==> config.mk <==
export PLATFORM = sky130hd
export DESIGN_NAME = mem_responder
export DESIGN_NICKNAME = d
export VERILOG_FILES = /design/src/rtl/mem_responder.sv
export SDC_FILE = /design/constraint.sdc
export NUM_CORES = 1
export LEC_CHECK = 0
export CORE_MARGIN = 2
export CORE_UTILIZATION = 45
export DETAILED_ROUTE_END_ITERATION = 8
export HOLD_SLACK_MARGIN = 0.15
export PLACE_DENSITY = 0.8
export SLEW_MARGIN = 20
export SYNTH_ARGS = -nofsm -noshare
export SYNTH_HDL_FRONTEND = slang
export SYNTH_SLANG_ARGS = --single-unit
==> constraint.sdc <==
create_clock -name clk -period 4.72 [get_ports clk]
set_clock_uncertainty 0.15 [all_clocks]
set_input_delay 1.18 -clock clk [delete_from_list [all_inputs] [get_ports clk]]
set_output_delay 1.18 -clock clk [all_outputs]
set_load 0.005 [all_outputs]
==> src/rtl/mem_responder.sv <==
// Memory-side responder: turns 32-bit RAM requests into two 16-bit beats on an
// external asynchronous SRAM and returns the word with a one-cycle ready pulse.
module mem_responder #(
    parameter int unsigned WAIT_CYCLES = 1
) (
    input  logic        clk,
    input  logic        rst,
    input  logic        ram_read,
    input  logic        ram_write,
    input  logic [15:0] ram_addr,
    input  logic [31:0] ram_wdata,
    output logic        ram_cack,
    output logic        ram_busy,
    output logic        ram_data_ready,
    output logic [31:0] ram_data,
    output logic [16:0] sram_addr,
    output logic [15:0] sram_dq_out,
    input  logic [15:0] sram_dq_in,
    output logic        sram_dq_oe,
    output logic        sram_oe,
    output logic        sram_we
);

    localparam int unsigned CNT_W = (WAIT_CYCLES < 1) ? 1 : $clog2(WAIT_CYCLES + 1);
    localparam logic [CNT_W-1:0] LAST = CNT_W'(WAIT_CYCLES);

    typedef enum logic [2:0] {
        IDLE,
        RD_LO,
        RD_HI,
        WR_LO,
        WR_HI
    } state_t;

    state_t           state, state_n;
    logic [CNT_W-1:0] cnt, cnt_n;
    // Holds the write hi halfword during writes, the captured lo halfword during reads.
    logic [15:0]      hold, hold_n;
    logic             cack_n, busy_n, ready_n, dq_oe_n, oe_n, we_n;
    logic [31:0]      data_n;
    logic [16:0]      addr_n;
    logic [15:0]      dq_out_n;
    logic             beat_end;

    always_ff @(posedge clk) begin
        if (!rst) begin
            state          <= IDLE;
            cnt            <= '0;
            hold           <= '0;
            ram_cack       <= 1'b0;
            ram_busy       <= 1'b0;
            ram_data_ready <= 1'b0;
            ram_data       <= '0;
            sram_addr      <= '0;
            sram_dq_out    <= '0;
            sram_dq_oe     <= 1'b0;
            sram_oe        <= 1'b0;
            sram_we        <= 1'b0;
        end else begin
            state          <= state_n;
            cnt            <= cnt_n;
            hold           <= hold_n;
            ram_cack       <= cack_n;
            ram_busy       <= busy_n;
            ram_data_ready <= ready_n;
            ram_data       <= data_n;
            sram_addr      <= addr_n;
            sram_dq_out    <= dq_out_n;
            sram_dq_oe     <= dq_oe_n;
            sram_oe        <= oe_n;
            sram_we        <= we_n;
        end
    end

    // Next-state and next-output logic; every output above is registered from here.
    always_comb begin
        state_n  = state;
        cnt_n    = cnt;
        hold_n   = hold;
        cack_n   = 1'b0;
        busy_n   = ram_busy;
        ready_n  = 1'b0;
        data_n   = ram_data;
        addr_n   = sram_addr;
        dq_out_n = sram_dq_out;
        dq_oe_n  = sram_dq_oe;
        oe_n     = sram_oe;
        we_n     = 1'b0;
        beat_end = (cnt == LAST);

        case (state)
            IDLE: begin
                if (ram_read || ram_write) begin
                    cack_n = 1'b1;
                    busy_n = 1'b1;
                    cnt_n  = '0;
                    addr_n = {ram_addr, 1'b0};
                    if (ram_read) begin
                        state_n = RD_LO;
                        oe_n    = 1'b1;
                        dq_oe_n = 1'b0;
                    end else begin
                        state_n  = WR_LO;
                        dq_oe_n  = 1'b1;
                        dq_out_n = ram_wdata[15:0];
                        hold_n   = ram_wdata[31:16];
                    end
                end
            end
            RD_LO: begin
                if (beat_end) begin
                    hold_n    = sram_dq_in;
                    addr_n[0] = 1'b1;
                    cnt_n     = '0;
                    state_n   = RD_HI;
                end else begin
                    cnt_n = cnt + CNT_W'(1);
                end
            end
            RD_HI: begin
                if (beat_end) begin
                    data_n  = {sram_dq_in, hold};
                    ready_n = 1'b1;
                    busy_n  = 1'b0;
                    oe_n    = 1'b0;
                    cnt_n   = '0;
                    state_n = IDLE;
                end else begin
                    cnt_n = cnt + CNT_W'(1);
                end
            end
            // First cycle of a write beat is setup; the strobe covers the remaining ones.
            WR_LO: begin
                if (beat_end) begin
                    addr_n[0] = 1'b1;
                    dq_out_n  = hold;
                    cnt_n     = '0;
                    state_n   = WR_HI;
                end else begin
                    cnt_n = cnt + CNT_W'(1);
                    we_n  = 1'b1;
                end
            end
            WR_HI: begin
                if (beat_end) begin
                    dq_oe_n = 1'b0;
                    ready_n = 1'b1;
                    busy_n  = 1'b0;
                    cnt_n   = '0;
                    state_n = IDLE;
                end else begin
                    cnt_n = cnt + CNT_W'(1);
                    we_n  = 1'b1;
                end
            end
            default: begin
                state_n = IDLE;
            end
        endcase
    end

endmodule

# After elaboration in Yosys (flattened, before gate mapping)

Index checks and enable logic that the tools add are counted.

Output and inout bits: 71
Bits in registers: 91
Logic and storage cells: 85
Input port bits: 68

Eq/ne operators: 13
Reductions and logical operators: 26
Mux-type cells: 32
Add/sub/neg operators: 1

Operator list:

| operator                                                                | number |
|---|---|
| 16-bit 2-to-1 mux                                                       | 6 |
| 16-bit one-hot mux with 2 select lines                                  | 2 |
| 4-bit AND reduction                                                     | 4 |
| 2-bit inequality test, second input constant                            | 7 |
| 2-bit nonzero test                                                      | 7 |
| 1-bit 2-to-1 mux                                                        | 13 |
| 3-bit 2-to-1 mux                                                        | 4 |
| 3-bit one-hot mux with 4 select lines                                   | 1 |
| 2-bit AND reduction                                                     | 6 |
| 1-bit one-hot mux with 2 select lines                                   | 5 |
| 3-bit AND reduction                                                     | 3 |
| 3-bit by 2-bit == test with 1-bit output, second input constant         | 2 |
| 2-bit OR reduction                                                      | 3 |
| 2-bit by 1-bit inequality test with 1-bit output, second input constant | 2 |
| 4-bit OR reduction                                                      | 1 |
| 3-bit by 1-bit == test with 1-bit output, second input constant         | 1 |
| 3-bit == test, second input constant                                    | 1 |
| 3-bit zero test                                                         | 1 |
| 2-bit 2-to-1 mux                                                        | 1 |
| 1-bit adder, second input constant                                      | 1 |
| 1-bit logical OR                                                        | 1 |

# Longest topological paths before layout

Gate-level depths: netlist of run 1.

Depth in word-level cells: 4
Gate-level depth with buffers: 6
Depth with buffers taken out: 3

# Least setup slack after synthesis of run 1

OpenSTA, ideal clock, no wires.

Path kind: input -> register
From: input port ram_read
To: register sram_dq_out[5]
Buffers on the path: 1
Data required time: 4.422 ns
Data arrival time: 2.114 ns
Stages on the path: 4
Slack: 2.307 ns
Setup time: 0.148 ns
Cells stage by stage: or4b_4 > a21oi_4 > buf_6 > a221oi_1

Cells in the longest elaborated chain, start to end: 3
Elaborated cells between the ends (all ways): 4
Those cells by class: eq/ne (2); reduce/logical (2)

Ends and longest elaborated chain:

| item                                   | RTL line | RTL |
|---|---|---|
| from (decl)                            | 8        | `input logic ram_read,` |
| 1-bit logical OR                       | 93       | `if (ram_read \|\| ram_write) begin` |
| 2-bit inequality test (no source line) | -        |  |
| 4-bit AND reduction (no source line) * | -        |  |
| to (signal assigned)                   | 68       | `sram_dq_out <= dq_out_n;` |
| to (decl)                              | 17       | `output logic [15:0] sram_dq_out,` |

Mark *: on every way between the ends. The rest lies on a longest branch, timed or not.
A chain may end at the register's enable or synchronous reset.

# Worst setup path after layout of run 1

From: input port ram_read
To: register sram_dq_out[1]

The elaborated chain is that of the path after synthesis.

==> results of run 1 <==
worst max-delay path, cell delays in order:
cell,delay [ns]
clkdlybuf4s50_1,0.54
nand4bb_1,0.86
a221oi_1,0.55
sequential cells by signal, summed over array words and instances, names as in the netlist, 3 cells and up:
register	flops
sram_dq_out	16
state	3
sram_addr	17
ram_data	32
hold	16
path summary, 6_finish.rpt:
check,to,cells after the start,startpoint,slack [ns]
setup / recovery,sram_dq_out[1],3,ram_read,1.67
hold / removal,ram_data[24],2,ram_data[24],0.31
setup reg to reg,sram_dq_out[10],3,state[1],1.83
hold reg to reg,ram_data[24],2,ram_data[24],0.31
kinds of logic after synthesis:
| group | after synthesis | synth area share [%] |
|---|---|---|
| AO/OA/AOI/OAI | 142 | 24.3 |
| buffers and inverters | 47 | 6.41 |
| flip-flops | 91 | 46.0 |
| XOR/XNOR | 1 | 0.221 |
| multiplexers | 33 | 8.37 |
| AND/OR/NAND/NOR | 125 | 14.7 |
power by group through the flow:
stage	Combinational, W	Clock (W)	Sequential (W)
2_1_floorplan	0.000250	0	0.000893
3_3_place_gp	0.000404	0	0.000922
3_5_place_dp	0.000412	0	0.000923
4_1_cts	0.000416	0.000485	0.000907
5_1_grt	0.000450	0.000516	0.000918
6_report	0.000415	0.000477	0.000908
metrics by stage:
step,utilization [%],hold WS [ns],setup slack (ns),instances,cell area [µm²]
finish,63.2,0.308,1.67,660,5460
global placement,61.1,0.292,1.41,644,5280
global route,63.2,0.322,1.54,660,5460
CTS,63.2,0.307,1.69,660,5450
detailed placement,61.1,0.296,1.36,644,5280
floorplan,-,0.301,2.31,439,3960
metal layers:
metal  track usage (%)  wire length (µm)
met1              29.6              4710
met2              38.7              5530
met3              6.73               918
met4              6.62               119
met5                 0                 0
cells in the final DEF, fill, tap and decap left out, types with 2 or more instances in the layout:
master and n:
clkdlybuf4s50_1 138, dfxtp_1 90, a21oi_1 67, nand2_1 65, mux2i_1 32, nor2_1 22, nand3_1 19, o21ai_0 18
o21bai_1 16, o311ai_0 15, clkbuf_8 10, a221oi_2 9, a221oi_1 7, nor3_1 3, clkinvlp_4 3, buf_4 3
o21a_1 2, nand4bb_1 2, nor3b_2 2, nand3b_1 2, a211oi_1 2, clkinv_2 2
final cells by class:
type,instances,area (µm²),share of cell area (%)
Clock buffer,10,138,2.52
Clock inverter,6,41.3,0.757
Inverter,2,7.51,0.138
Multi-Input combinational cell,301,1890,34.6
Sequential cell,91,1820,33.4
Tap cell,108,135,2.48
Timing Repair Buffer,142,1420,26.1
==> metrics.md, run 1 <==
| Metric | Value |
|---|---|
| Max-slew headroom | 29.5% |
| CP startpoint kind | primary input |
| Clock slew seen by the registers of the worst setup and hold paths | 0.08 ns |
| Max Slew Vio Count | 0 |
| Ys Warns | 0 |
| Syn_area_per_cell | between 9 and 10 µm² |
| Vias post-DR | approximately 3.7k |
| Layout cells sized above 1 | 7.25% |
| Synth cell count leaders | dfxtp_1 (91), a21oi_1 (67), nand2_1 (65) |
| N_diodes | 0 |
| Drt pass-1 iters | 5 |
| Hold Fails Final Rpt | 0 |
| NetSw | 0.000537 W |
| RePlAce Congestion | about 0.8 |
| Synth Register Bits | a little over 90 |
| ANT nets after route | 0 |
| Achievable Freq | approximately 330 MHz |
| Yosys top cell area share | about 46% |
| Minimum clock period after layout | 3.05 ns |
| Buffers on Ports | ~140 |
| Mapped Area | just under 0.004 mm² |
| DRC errors left | 0 |
| Worst EP required | about 4.8 ns |
| Hold_buf cts | 0 |
| Width of the die | a little under 100 µm |
| Post-DP HPWL | about 7900 µm |
| Worst Tran Pin Value | 1.06 ns |
| Synth top area cells | dfxtp_1 (46%), a21oi_1 (8.5%), mux2i_1 (8.1%) |
| Via/cell ratio | about 5.6 |
| CP Capture Type | register |
| Sink Count | 91 |
| Internal power | roughly 0.0013 W |
| LEAKAGE | approximately 1.9 nW |
| CTS tree | built |
| Initial antenna violation count | 0 |
| Ports | around 140 |
| Core area | 0.00864 mm² |
| Count of final setup violators | 0 |
| Buffer count from post-CTS setup fixing | 0 |
| Crit path max fanout | 16 |
| CTS Buffer Depth | 2 |
| Remaining Overflow, GRT | 0 |
| Drt wl/cell | between 15 and 20 µm |
| Comb power frac | 23.1% |
| VDD IR max | roughly 0.00026 V |
| Total chip power | ~0.0018 W |
| Count leader, synth | dfxtp_1 |
| Vias in the first global route | between 3k and 4k |
| Syn-to-layout area delta | 37.7% |
| Seq/Total Area, Yosys | approximately 46% |
| Critical path class | in -> reg |
| Fillcell total | ~730 |
| Die extent in y | 97.8 µm |
| Initial core utilization | 45.9% |
| Post-synthesis cell type count | 42 |
| Root buf cell | clkbuf_8 |
| H-tree depth | 3 |
| First-pass GRT wire length | 18200 µm |
| Synth area leader | dfxtp_1 |
| Mapped Cells | about 440 |
| Die area | between 0.009 and 0.01 mm² |
| Synth Flop Type | dfxtp_1 |
| Number of synthesized flops with an enable pin | 0 |
| Cts repair resizes | 0 |
| Async SR Flop Fraction | 0% |
| Clock Latency Late Sink | between 0.3 and 0.4 ns |
| Worst Hold Class | reg -> reg |
| Unrepaired setup endpoints after global routing | false |
| Sw frac | around 30% |
| Flop pwr share | 50.4% |
| CP arrival | roughly 3.1 ns |
| # nets final | 615 |
| Largest net degree at the start of global routing | 41 |
| Total wire length | between 10000 and 15000 µm |
| Setup TNS | 0 ns |
| Initial DRC count | just under 300 |
| Max_cap viols | 0 |
| Outcome | completed |
| All-Layer GR Usage | between 20% and 30% |
| CTS Buf Count | 9 |
| Power density over the cells | approximately 330 mW/mm² |
| Clock Power Share | approximately a quarter |
| Num rows | 34 |
| Crit share post-route | approximately two thirds |
| Syn Nets | between 500 and 600 |
Power figures use the tool's default switching activity.
==> inputs of run 2 (changes only) <==
--- a/config.mk
+++ b/config.mk
@@ -6,10 +6,10 @@
 export NUM_CORES = 1
 export LEC_CHECK = 0
 export CORE_MARGIN = 2
-export CORE_UTILIZATION = 45
+export CORE_UTILIZATION = 41
 export DETAILED_ROUTE_END_ITERATION = 8
 export HOLD_SLACK_MARGIN = 0.15
-export PLACE_DENSITY = 0.8
+export PLACE_DENSITY = 0.77
 export SLEW_MARGIN = 20
 export SYNTH_ARGS = -nofsm -noshare
 export SYNTH_HDL_FRONTEND = slang
==> constraint.sdc (replaced) <==
create_clock -name clk -period 2.6 [get_ports clk]
set_clock_uncertainty 0.15 [all_clocks]
set_input_delay 0.65 -clock clk [delete_from_list [all_inputs] [get_ports clk]]
set_output_delay 0.65 -clock clk [all_outputs]
set_load 0.005 [all_outputs]
==> run 2 against run 1 <==
Net effect:
- worst hold slack better by 0.00099 ns
- worst setup slack worse by 1.1 ns
- global-route usage down 1.2 points
- total power up 98%
- sequential share of layout area down 1.2 points
- non-clock buffer count up 13
- sequential power up 81%
- register-to-register slack worse by 1.3 ns
- critical path depth up 2
- clock power up 140%
==> metrics.md, run 2 (synthesized netlist as in run 1, its figures left out) <==
| Metric | Value |
|---|---|
| Drt wl/cell | 16.8 µm |
| Largest net degree at the start of global routing | 34 |
| Post-DP HPWL | ~8400 µm |
| Ports | ~140 |
| Biggest regs | ram_data (32), sram_addr (17) |
| Achievable Freq | 485 MHz |
| Worst path cell trace | clkdlybuf4s50_1, or4b_4, a21oi_4, buf_12, a221oi_1 |
| Core area | between 0.009 and 0.01 mm² |
| Hold_buf cts | 0 |
| Max reg flops | 32 |
| Setup slack at placement | 0.176 ns |
| Num rows | 35 |
| Worst EP required | 2.67 ns |
| DP Area | 0.00541 mm² |
| Final core occ | 60.7% |
| N_diodes | 0 |
| Vias in the first global route | roughly 3.8k |
| Critical path class | in -> reg |
| Power density over the cells | around 630 mW/mm² |
| ANT nets after route | 0 |
| Sink Count | a little over 90 |
| Non-Filler Instances | a little under 700 |
| Clock slew seen by the registers of the worst setup and hold paths | 0.09 ns |
| Critical R2R Capture | sram_dq_out[15] |
| CTS Buf Count | 9 |
| Design area | ~0.0057 mm² |
| Vias post-DR | around 3.8k |
| Hold EP | ram_data[9] |
| Minimum clock period after layout | around 2.1 ns |
| Die area | about 0.010 mm² |
| R2R Setup Slk | 0.55 ns |
| Count of final setup violators | 0 |
| Hold Fails Final Rpt | 0 |
| # nets final | 628 |
| Layout cells sized above 1 | 8.69% |
| CP Capture Type | register |
| Most frequent cells in the layout | clkdlybuf4s50_1 (138), dfxtp_1 (91), a21oi_1 (67) |
| Outcome | completed |
| Cell family with most CP delay | buffers and inverters |
| Initial antenna violation count | 0 |
| Worst path max stage delay | around 0.55 ns |
| Worst reg2reg path startpoint | state[0] |
| Cts repair resizes | 0 |
| DRC errors left | 0 |
| Total wire length | approximately 12000 µm |
| Via/cell ratio | 5.47 |
| First-pass GRT wire length | around 18000 µm |
| Worst Tran Pin Value | between 0.7 and 0.8 ns |
| All-Layer GR Usage | between 20% and 30% |
| Max-slew headroom | between 50% and 60% |
| CP arrival | around 2.1 ns |
| Initial DRC count | 191 |
| Buffers on Ports | 138 |
| CP startpoint kind | primary input |
| Root buf cell | clkbuf_8 |
| Max_cap viols | 0 |
| Remaining Overflow, GRT | 0 |
| Slowest cell on crit path | clkdlybuf4s50_1 |
| Die extent in y | approximately 100 µm |
| Max Slew Vio Count | 0 |
| Crit share post-route | 79.3% |
| CTS Buffer Depth | 2 |
| Buffer count from post-CTS setup fixing | 0 |
| HP Start | ram_data[9] |
| CTS tree | built |
| LEAKAGE | between 2 and 2.5 nW |
| Worst Hold Class | reg -> reg |
| Most flop-heavy register | ram_data |
| Clock Latency Late Sink | between 0.3 and 0.4 ns |
| Final worst slack | between 0.5 and 0.6 ns |
| VDD IR max | about 0.00043 V |
| Crit path max fanout | 16 |
| Unrepaired setup endpoints after global routing | false |
| Width of the die | a little over 100 µm |
| Commonest non-fill, non-tap cell in the layout | clkdlybuf4s50_1 |
| Cell depth of the worst flop-to-flop path | 3 |
| Hold path depth | 2 |
| Initial core utilization | between 40% and 50% |
| Buffers & Inverters on Critical Path | 2 |
| RePlAce Congestion | ~0.82 |
| Drt pass-1 iters | 4 |
| Setup TNS | 0 ns |
| Syn-to-layout area delta | 42.8% |
| Dpl cells | between 600 and 700 |
| H-tree depth | 3 |
## run 2: cell count changes in the layout (fill, tap and decap cells not counted), sizes merged
cell	before	now
buf	4	17
bufinv	0	3
clkbuf	10	11
clkinv	3	1
clkinvlp	3	0
## run 2: worst max-delay path by stage
| stage | startpoint | slack, ns | depth (start not counted) | end |
|---|---|---|---|---|
| after detailed placement | ram_write | 0.18 | 5 | sram_dq_out[5] |
| final | ram_write | 0.54 | 5 | sram_dq_out[15] |
| after CTS | ram_data[26] | 0.52 | 1 | ram_data[26] |
| after global routing | state[2] | 0.39 | 3 | beat_end |
| after floorplan | ram_read | 0.72 | 4 | sram_dq_out[5] |
| after global placement | ram_write | 0.21 | 5 | sram_dq_out[5] |
## run 2: worst register-to-register path, stage by stage (launching register included)
cell and delay (ns):
dfxtp_1 0.71, and4b_1 0.71, nor2_1 0.12, a221oi_1 0.26
## run 2: metal layers
layer | routed length, µm | part of all wire (%) | global-route usage (%)
met1 | 4750 | 41 | 25.8
met3 | 852 | 7.3 | 7.39
met5 | 0 | 0 | 0
met2 | 5770 | 50 | 38.1
met4 | 277 | 2.4 | 7.49
## run 2: layout make-up
class | instances | area, µm²
Clock buffer | 11 | 141
Sequential cell | 91 | 1820
Inverter | 2 | 7.51
Fill cell | 793 | 3670
Multi-Input combinational cell | 301 | 1890
Tap cell | 129 | 161
Clock inverter | 4 | 98.8
Timing Repair Buffer | 155 | 1530
## run 2: stage by stage
stage                     hold slack (ns)  total power (W)
after floorplan                     0.301          0.00207
after global placement              0.293          0.00243
after detailed placement            0.296          0.00245
after CTS                           0.309          0.00359
after global routing                0.322          0.00373
final                               0.309          0.00357
## run 2: report_power, final
part	leakage [nW]	internal (W)	switching [W]	total (W)
logic	1.18	0.000428	0.000361	0.000790
clock network	0.120	0.000662	0.000477	0.00114
registers	0.743	0.00152	0.000121	0.00164
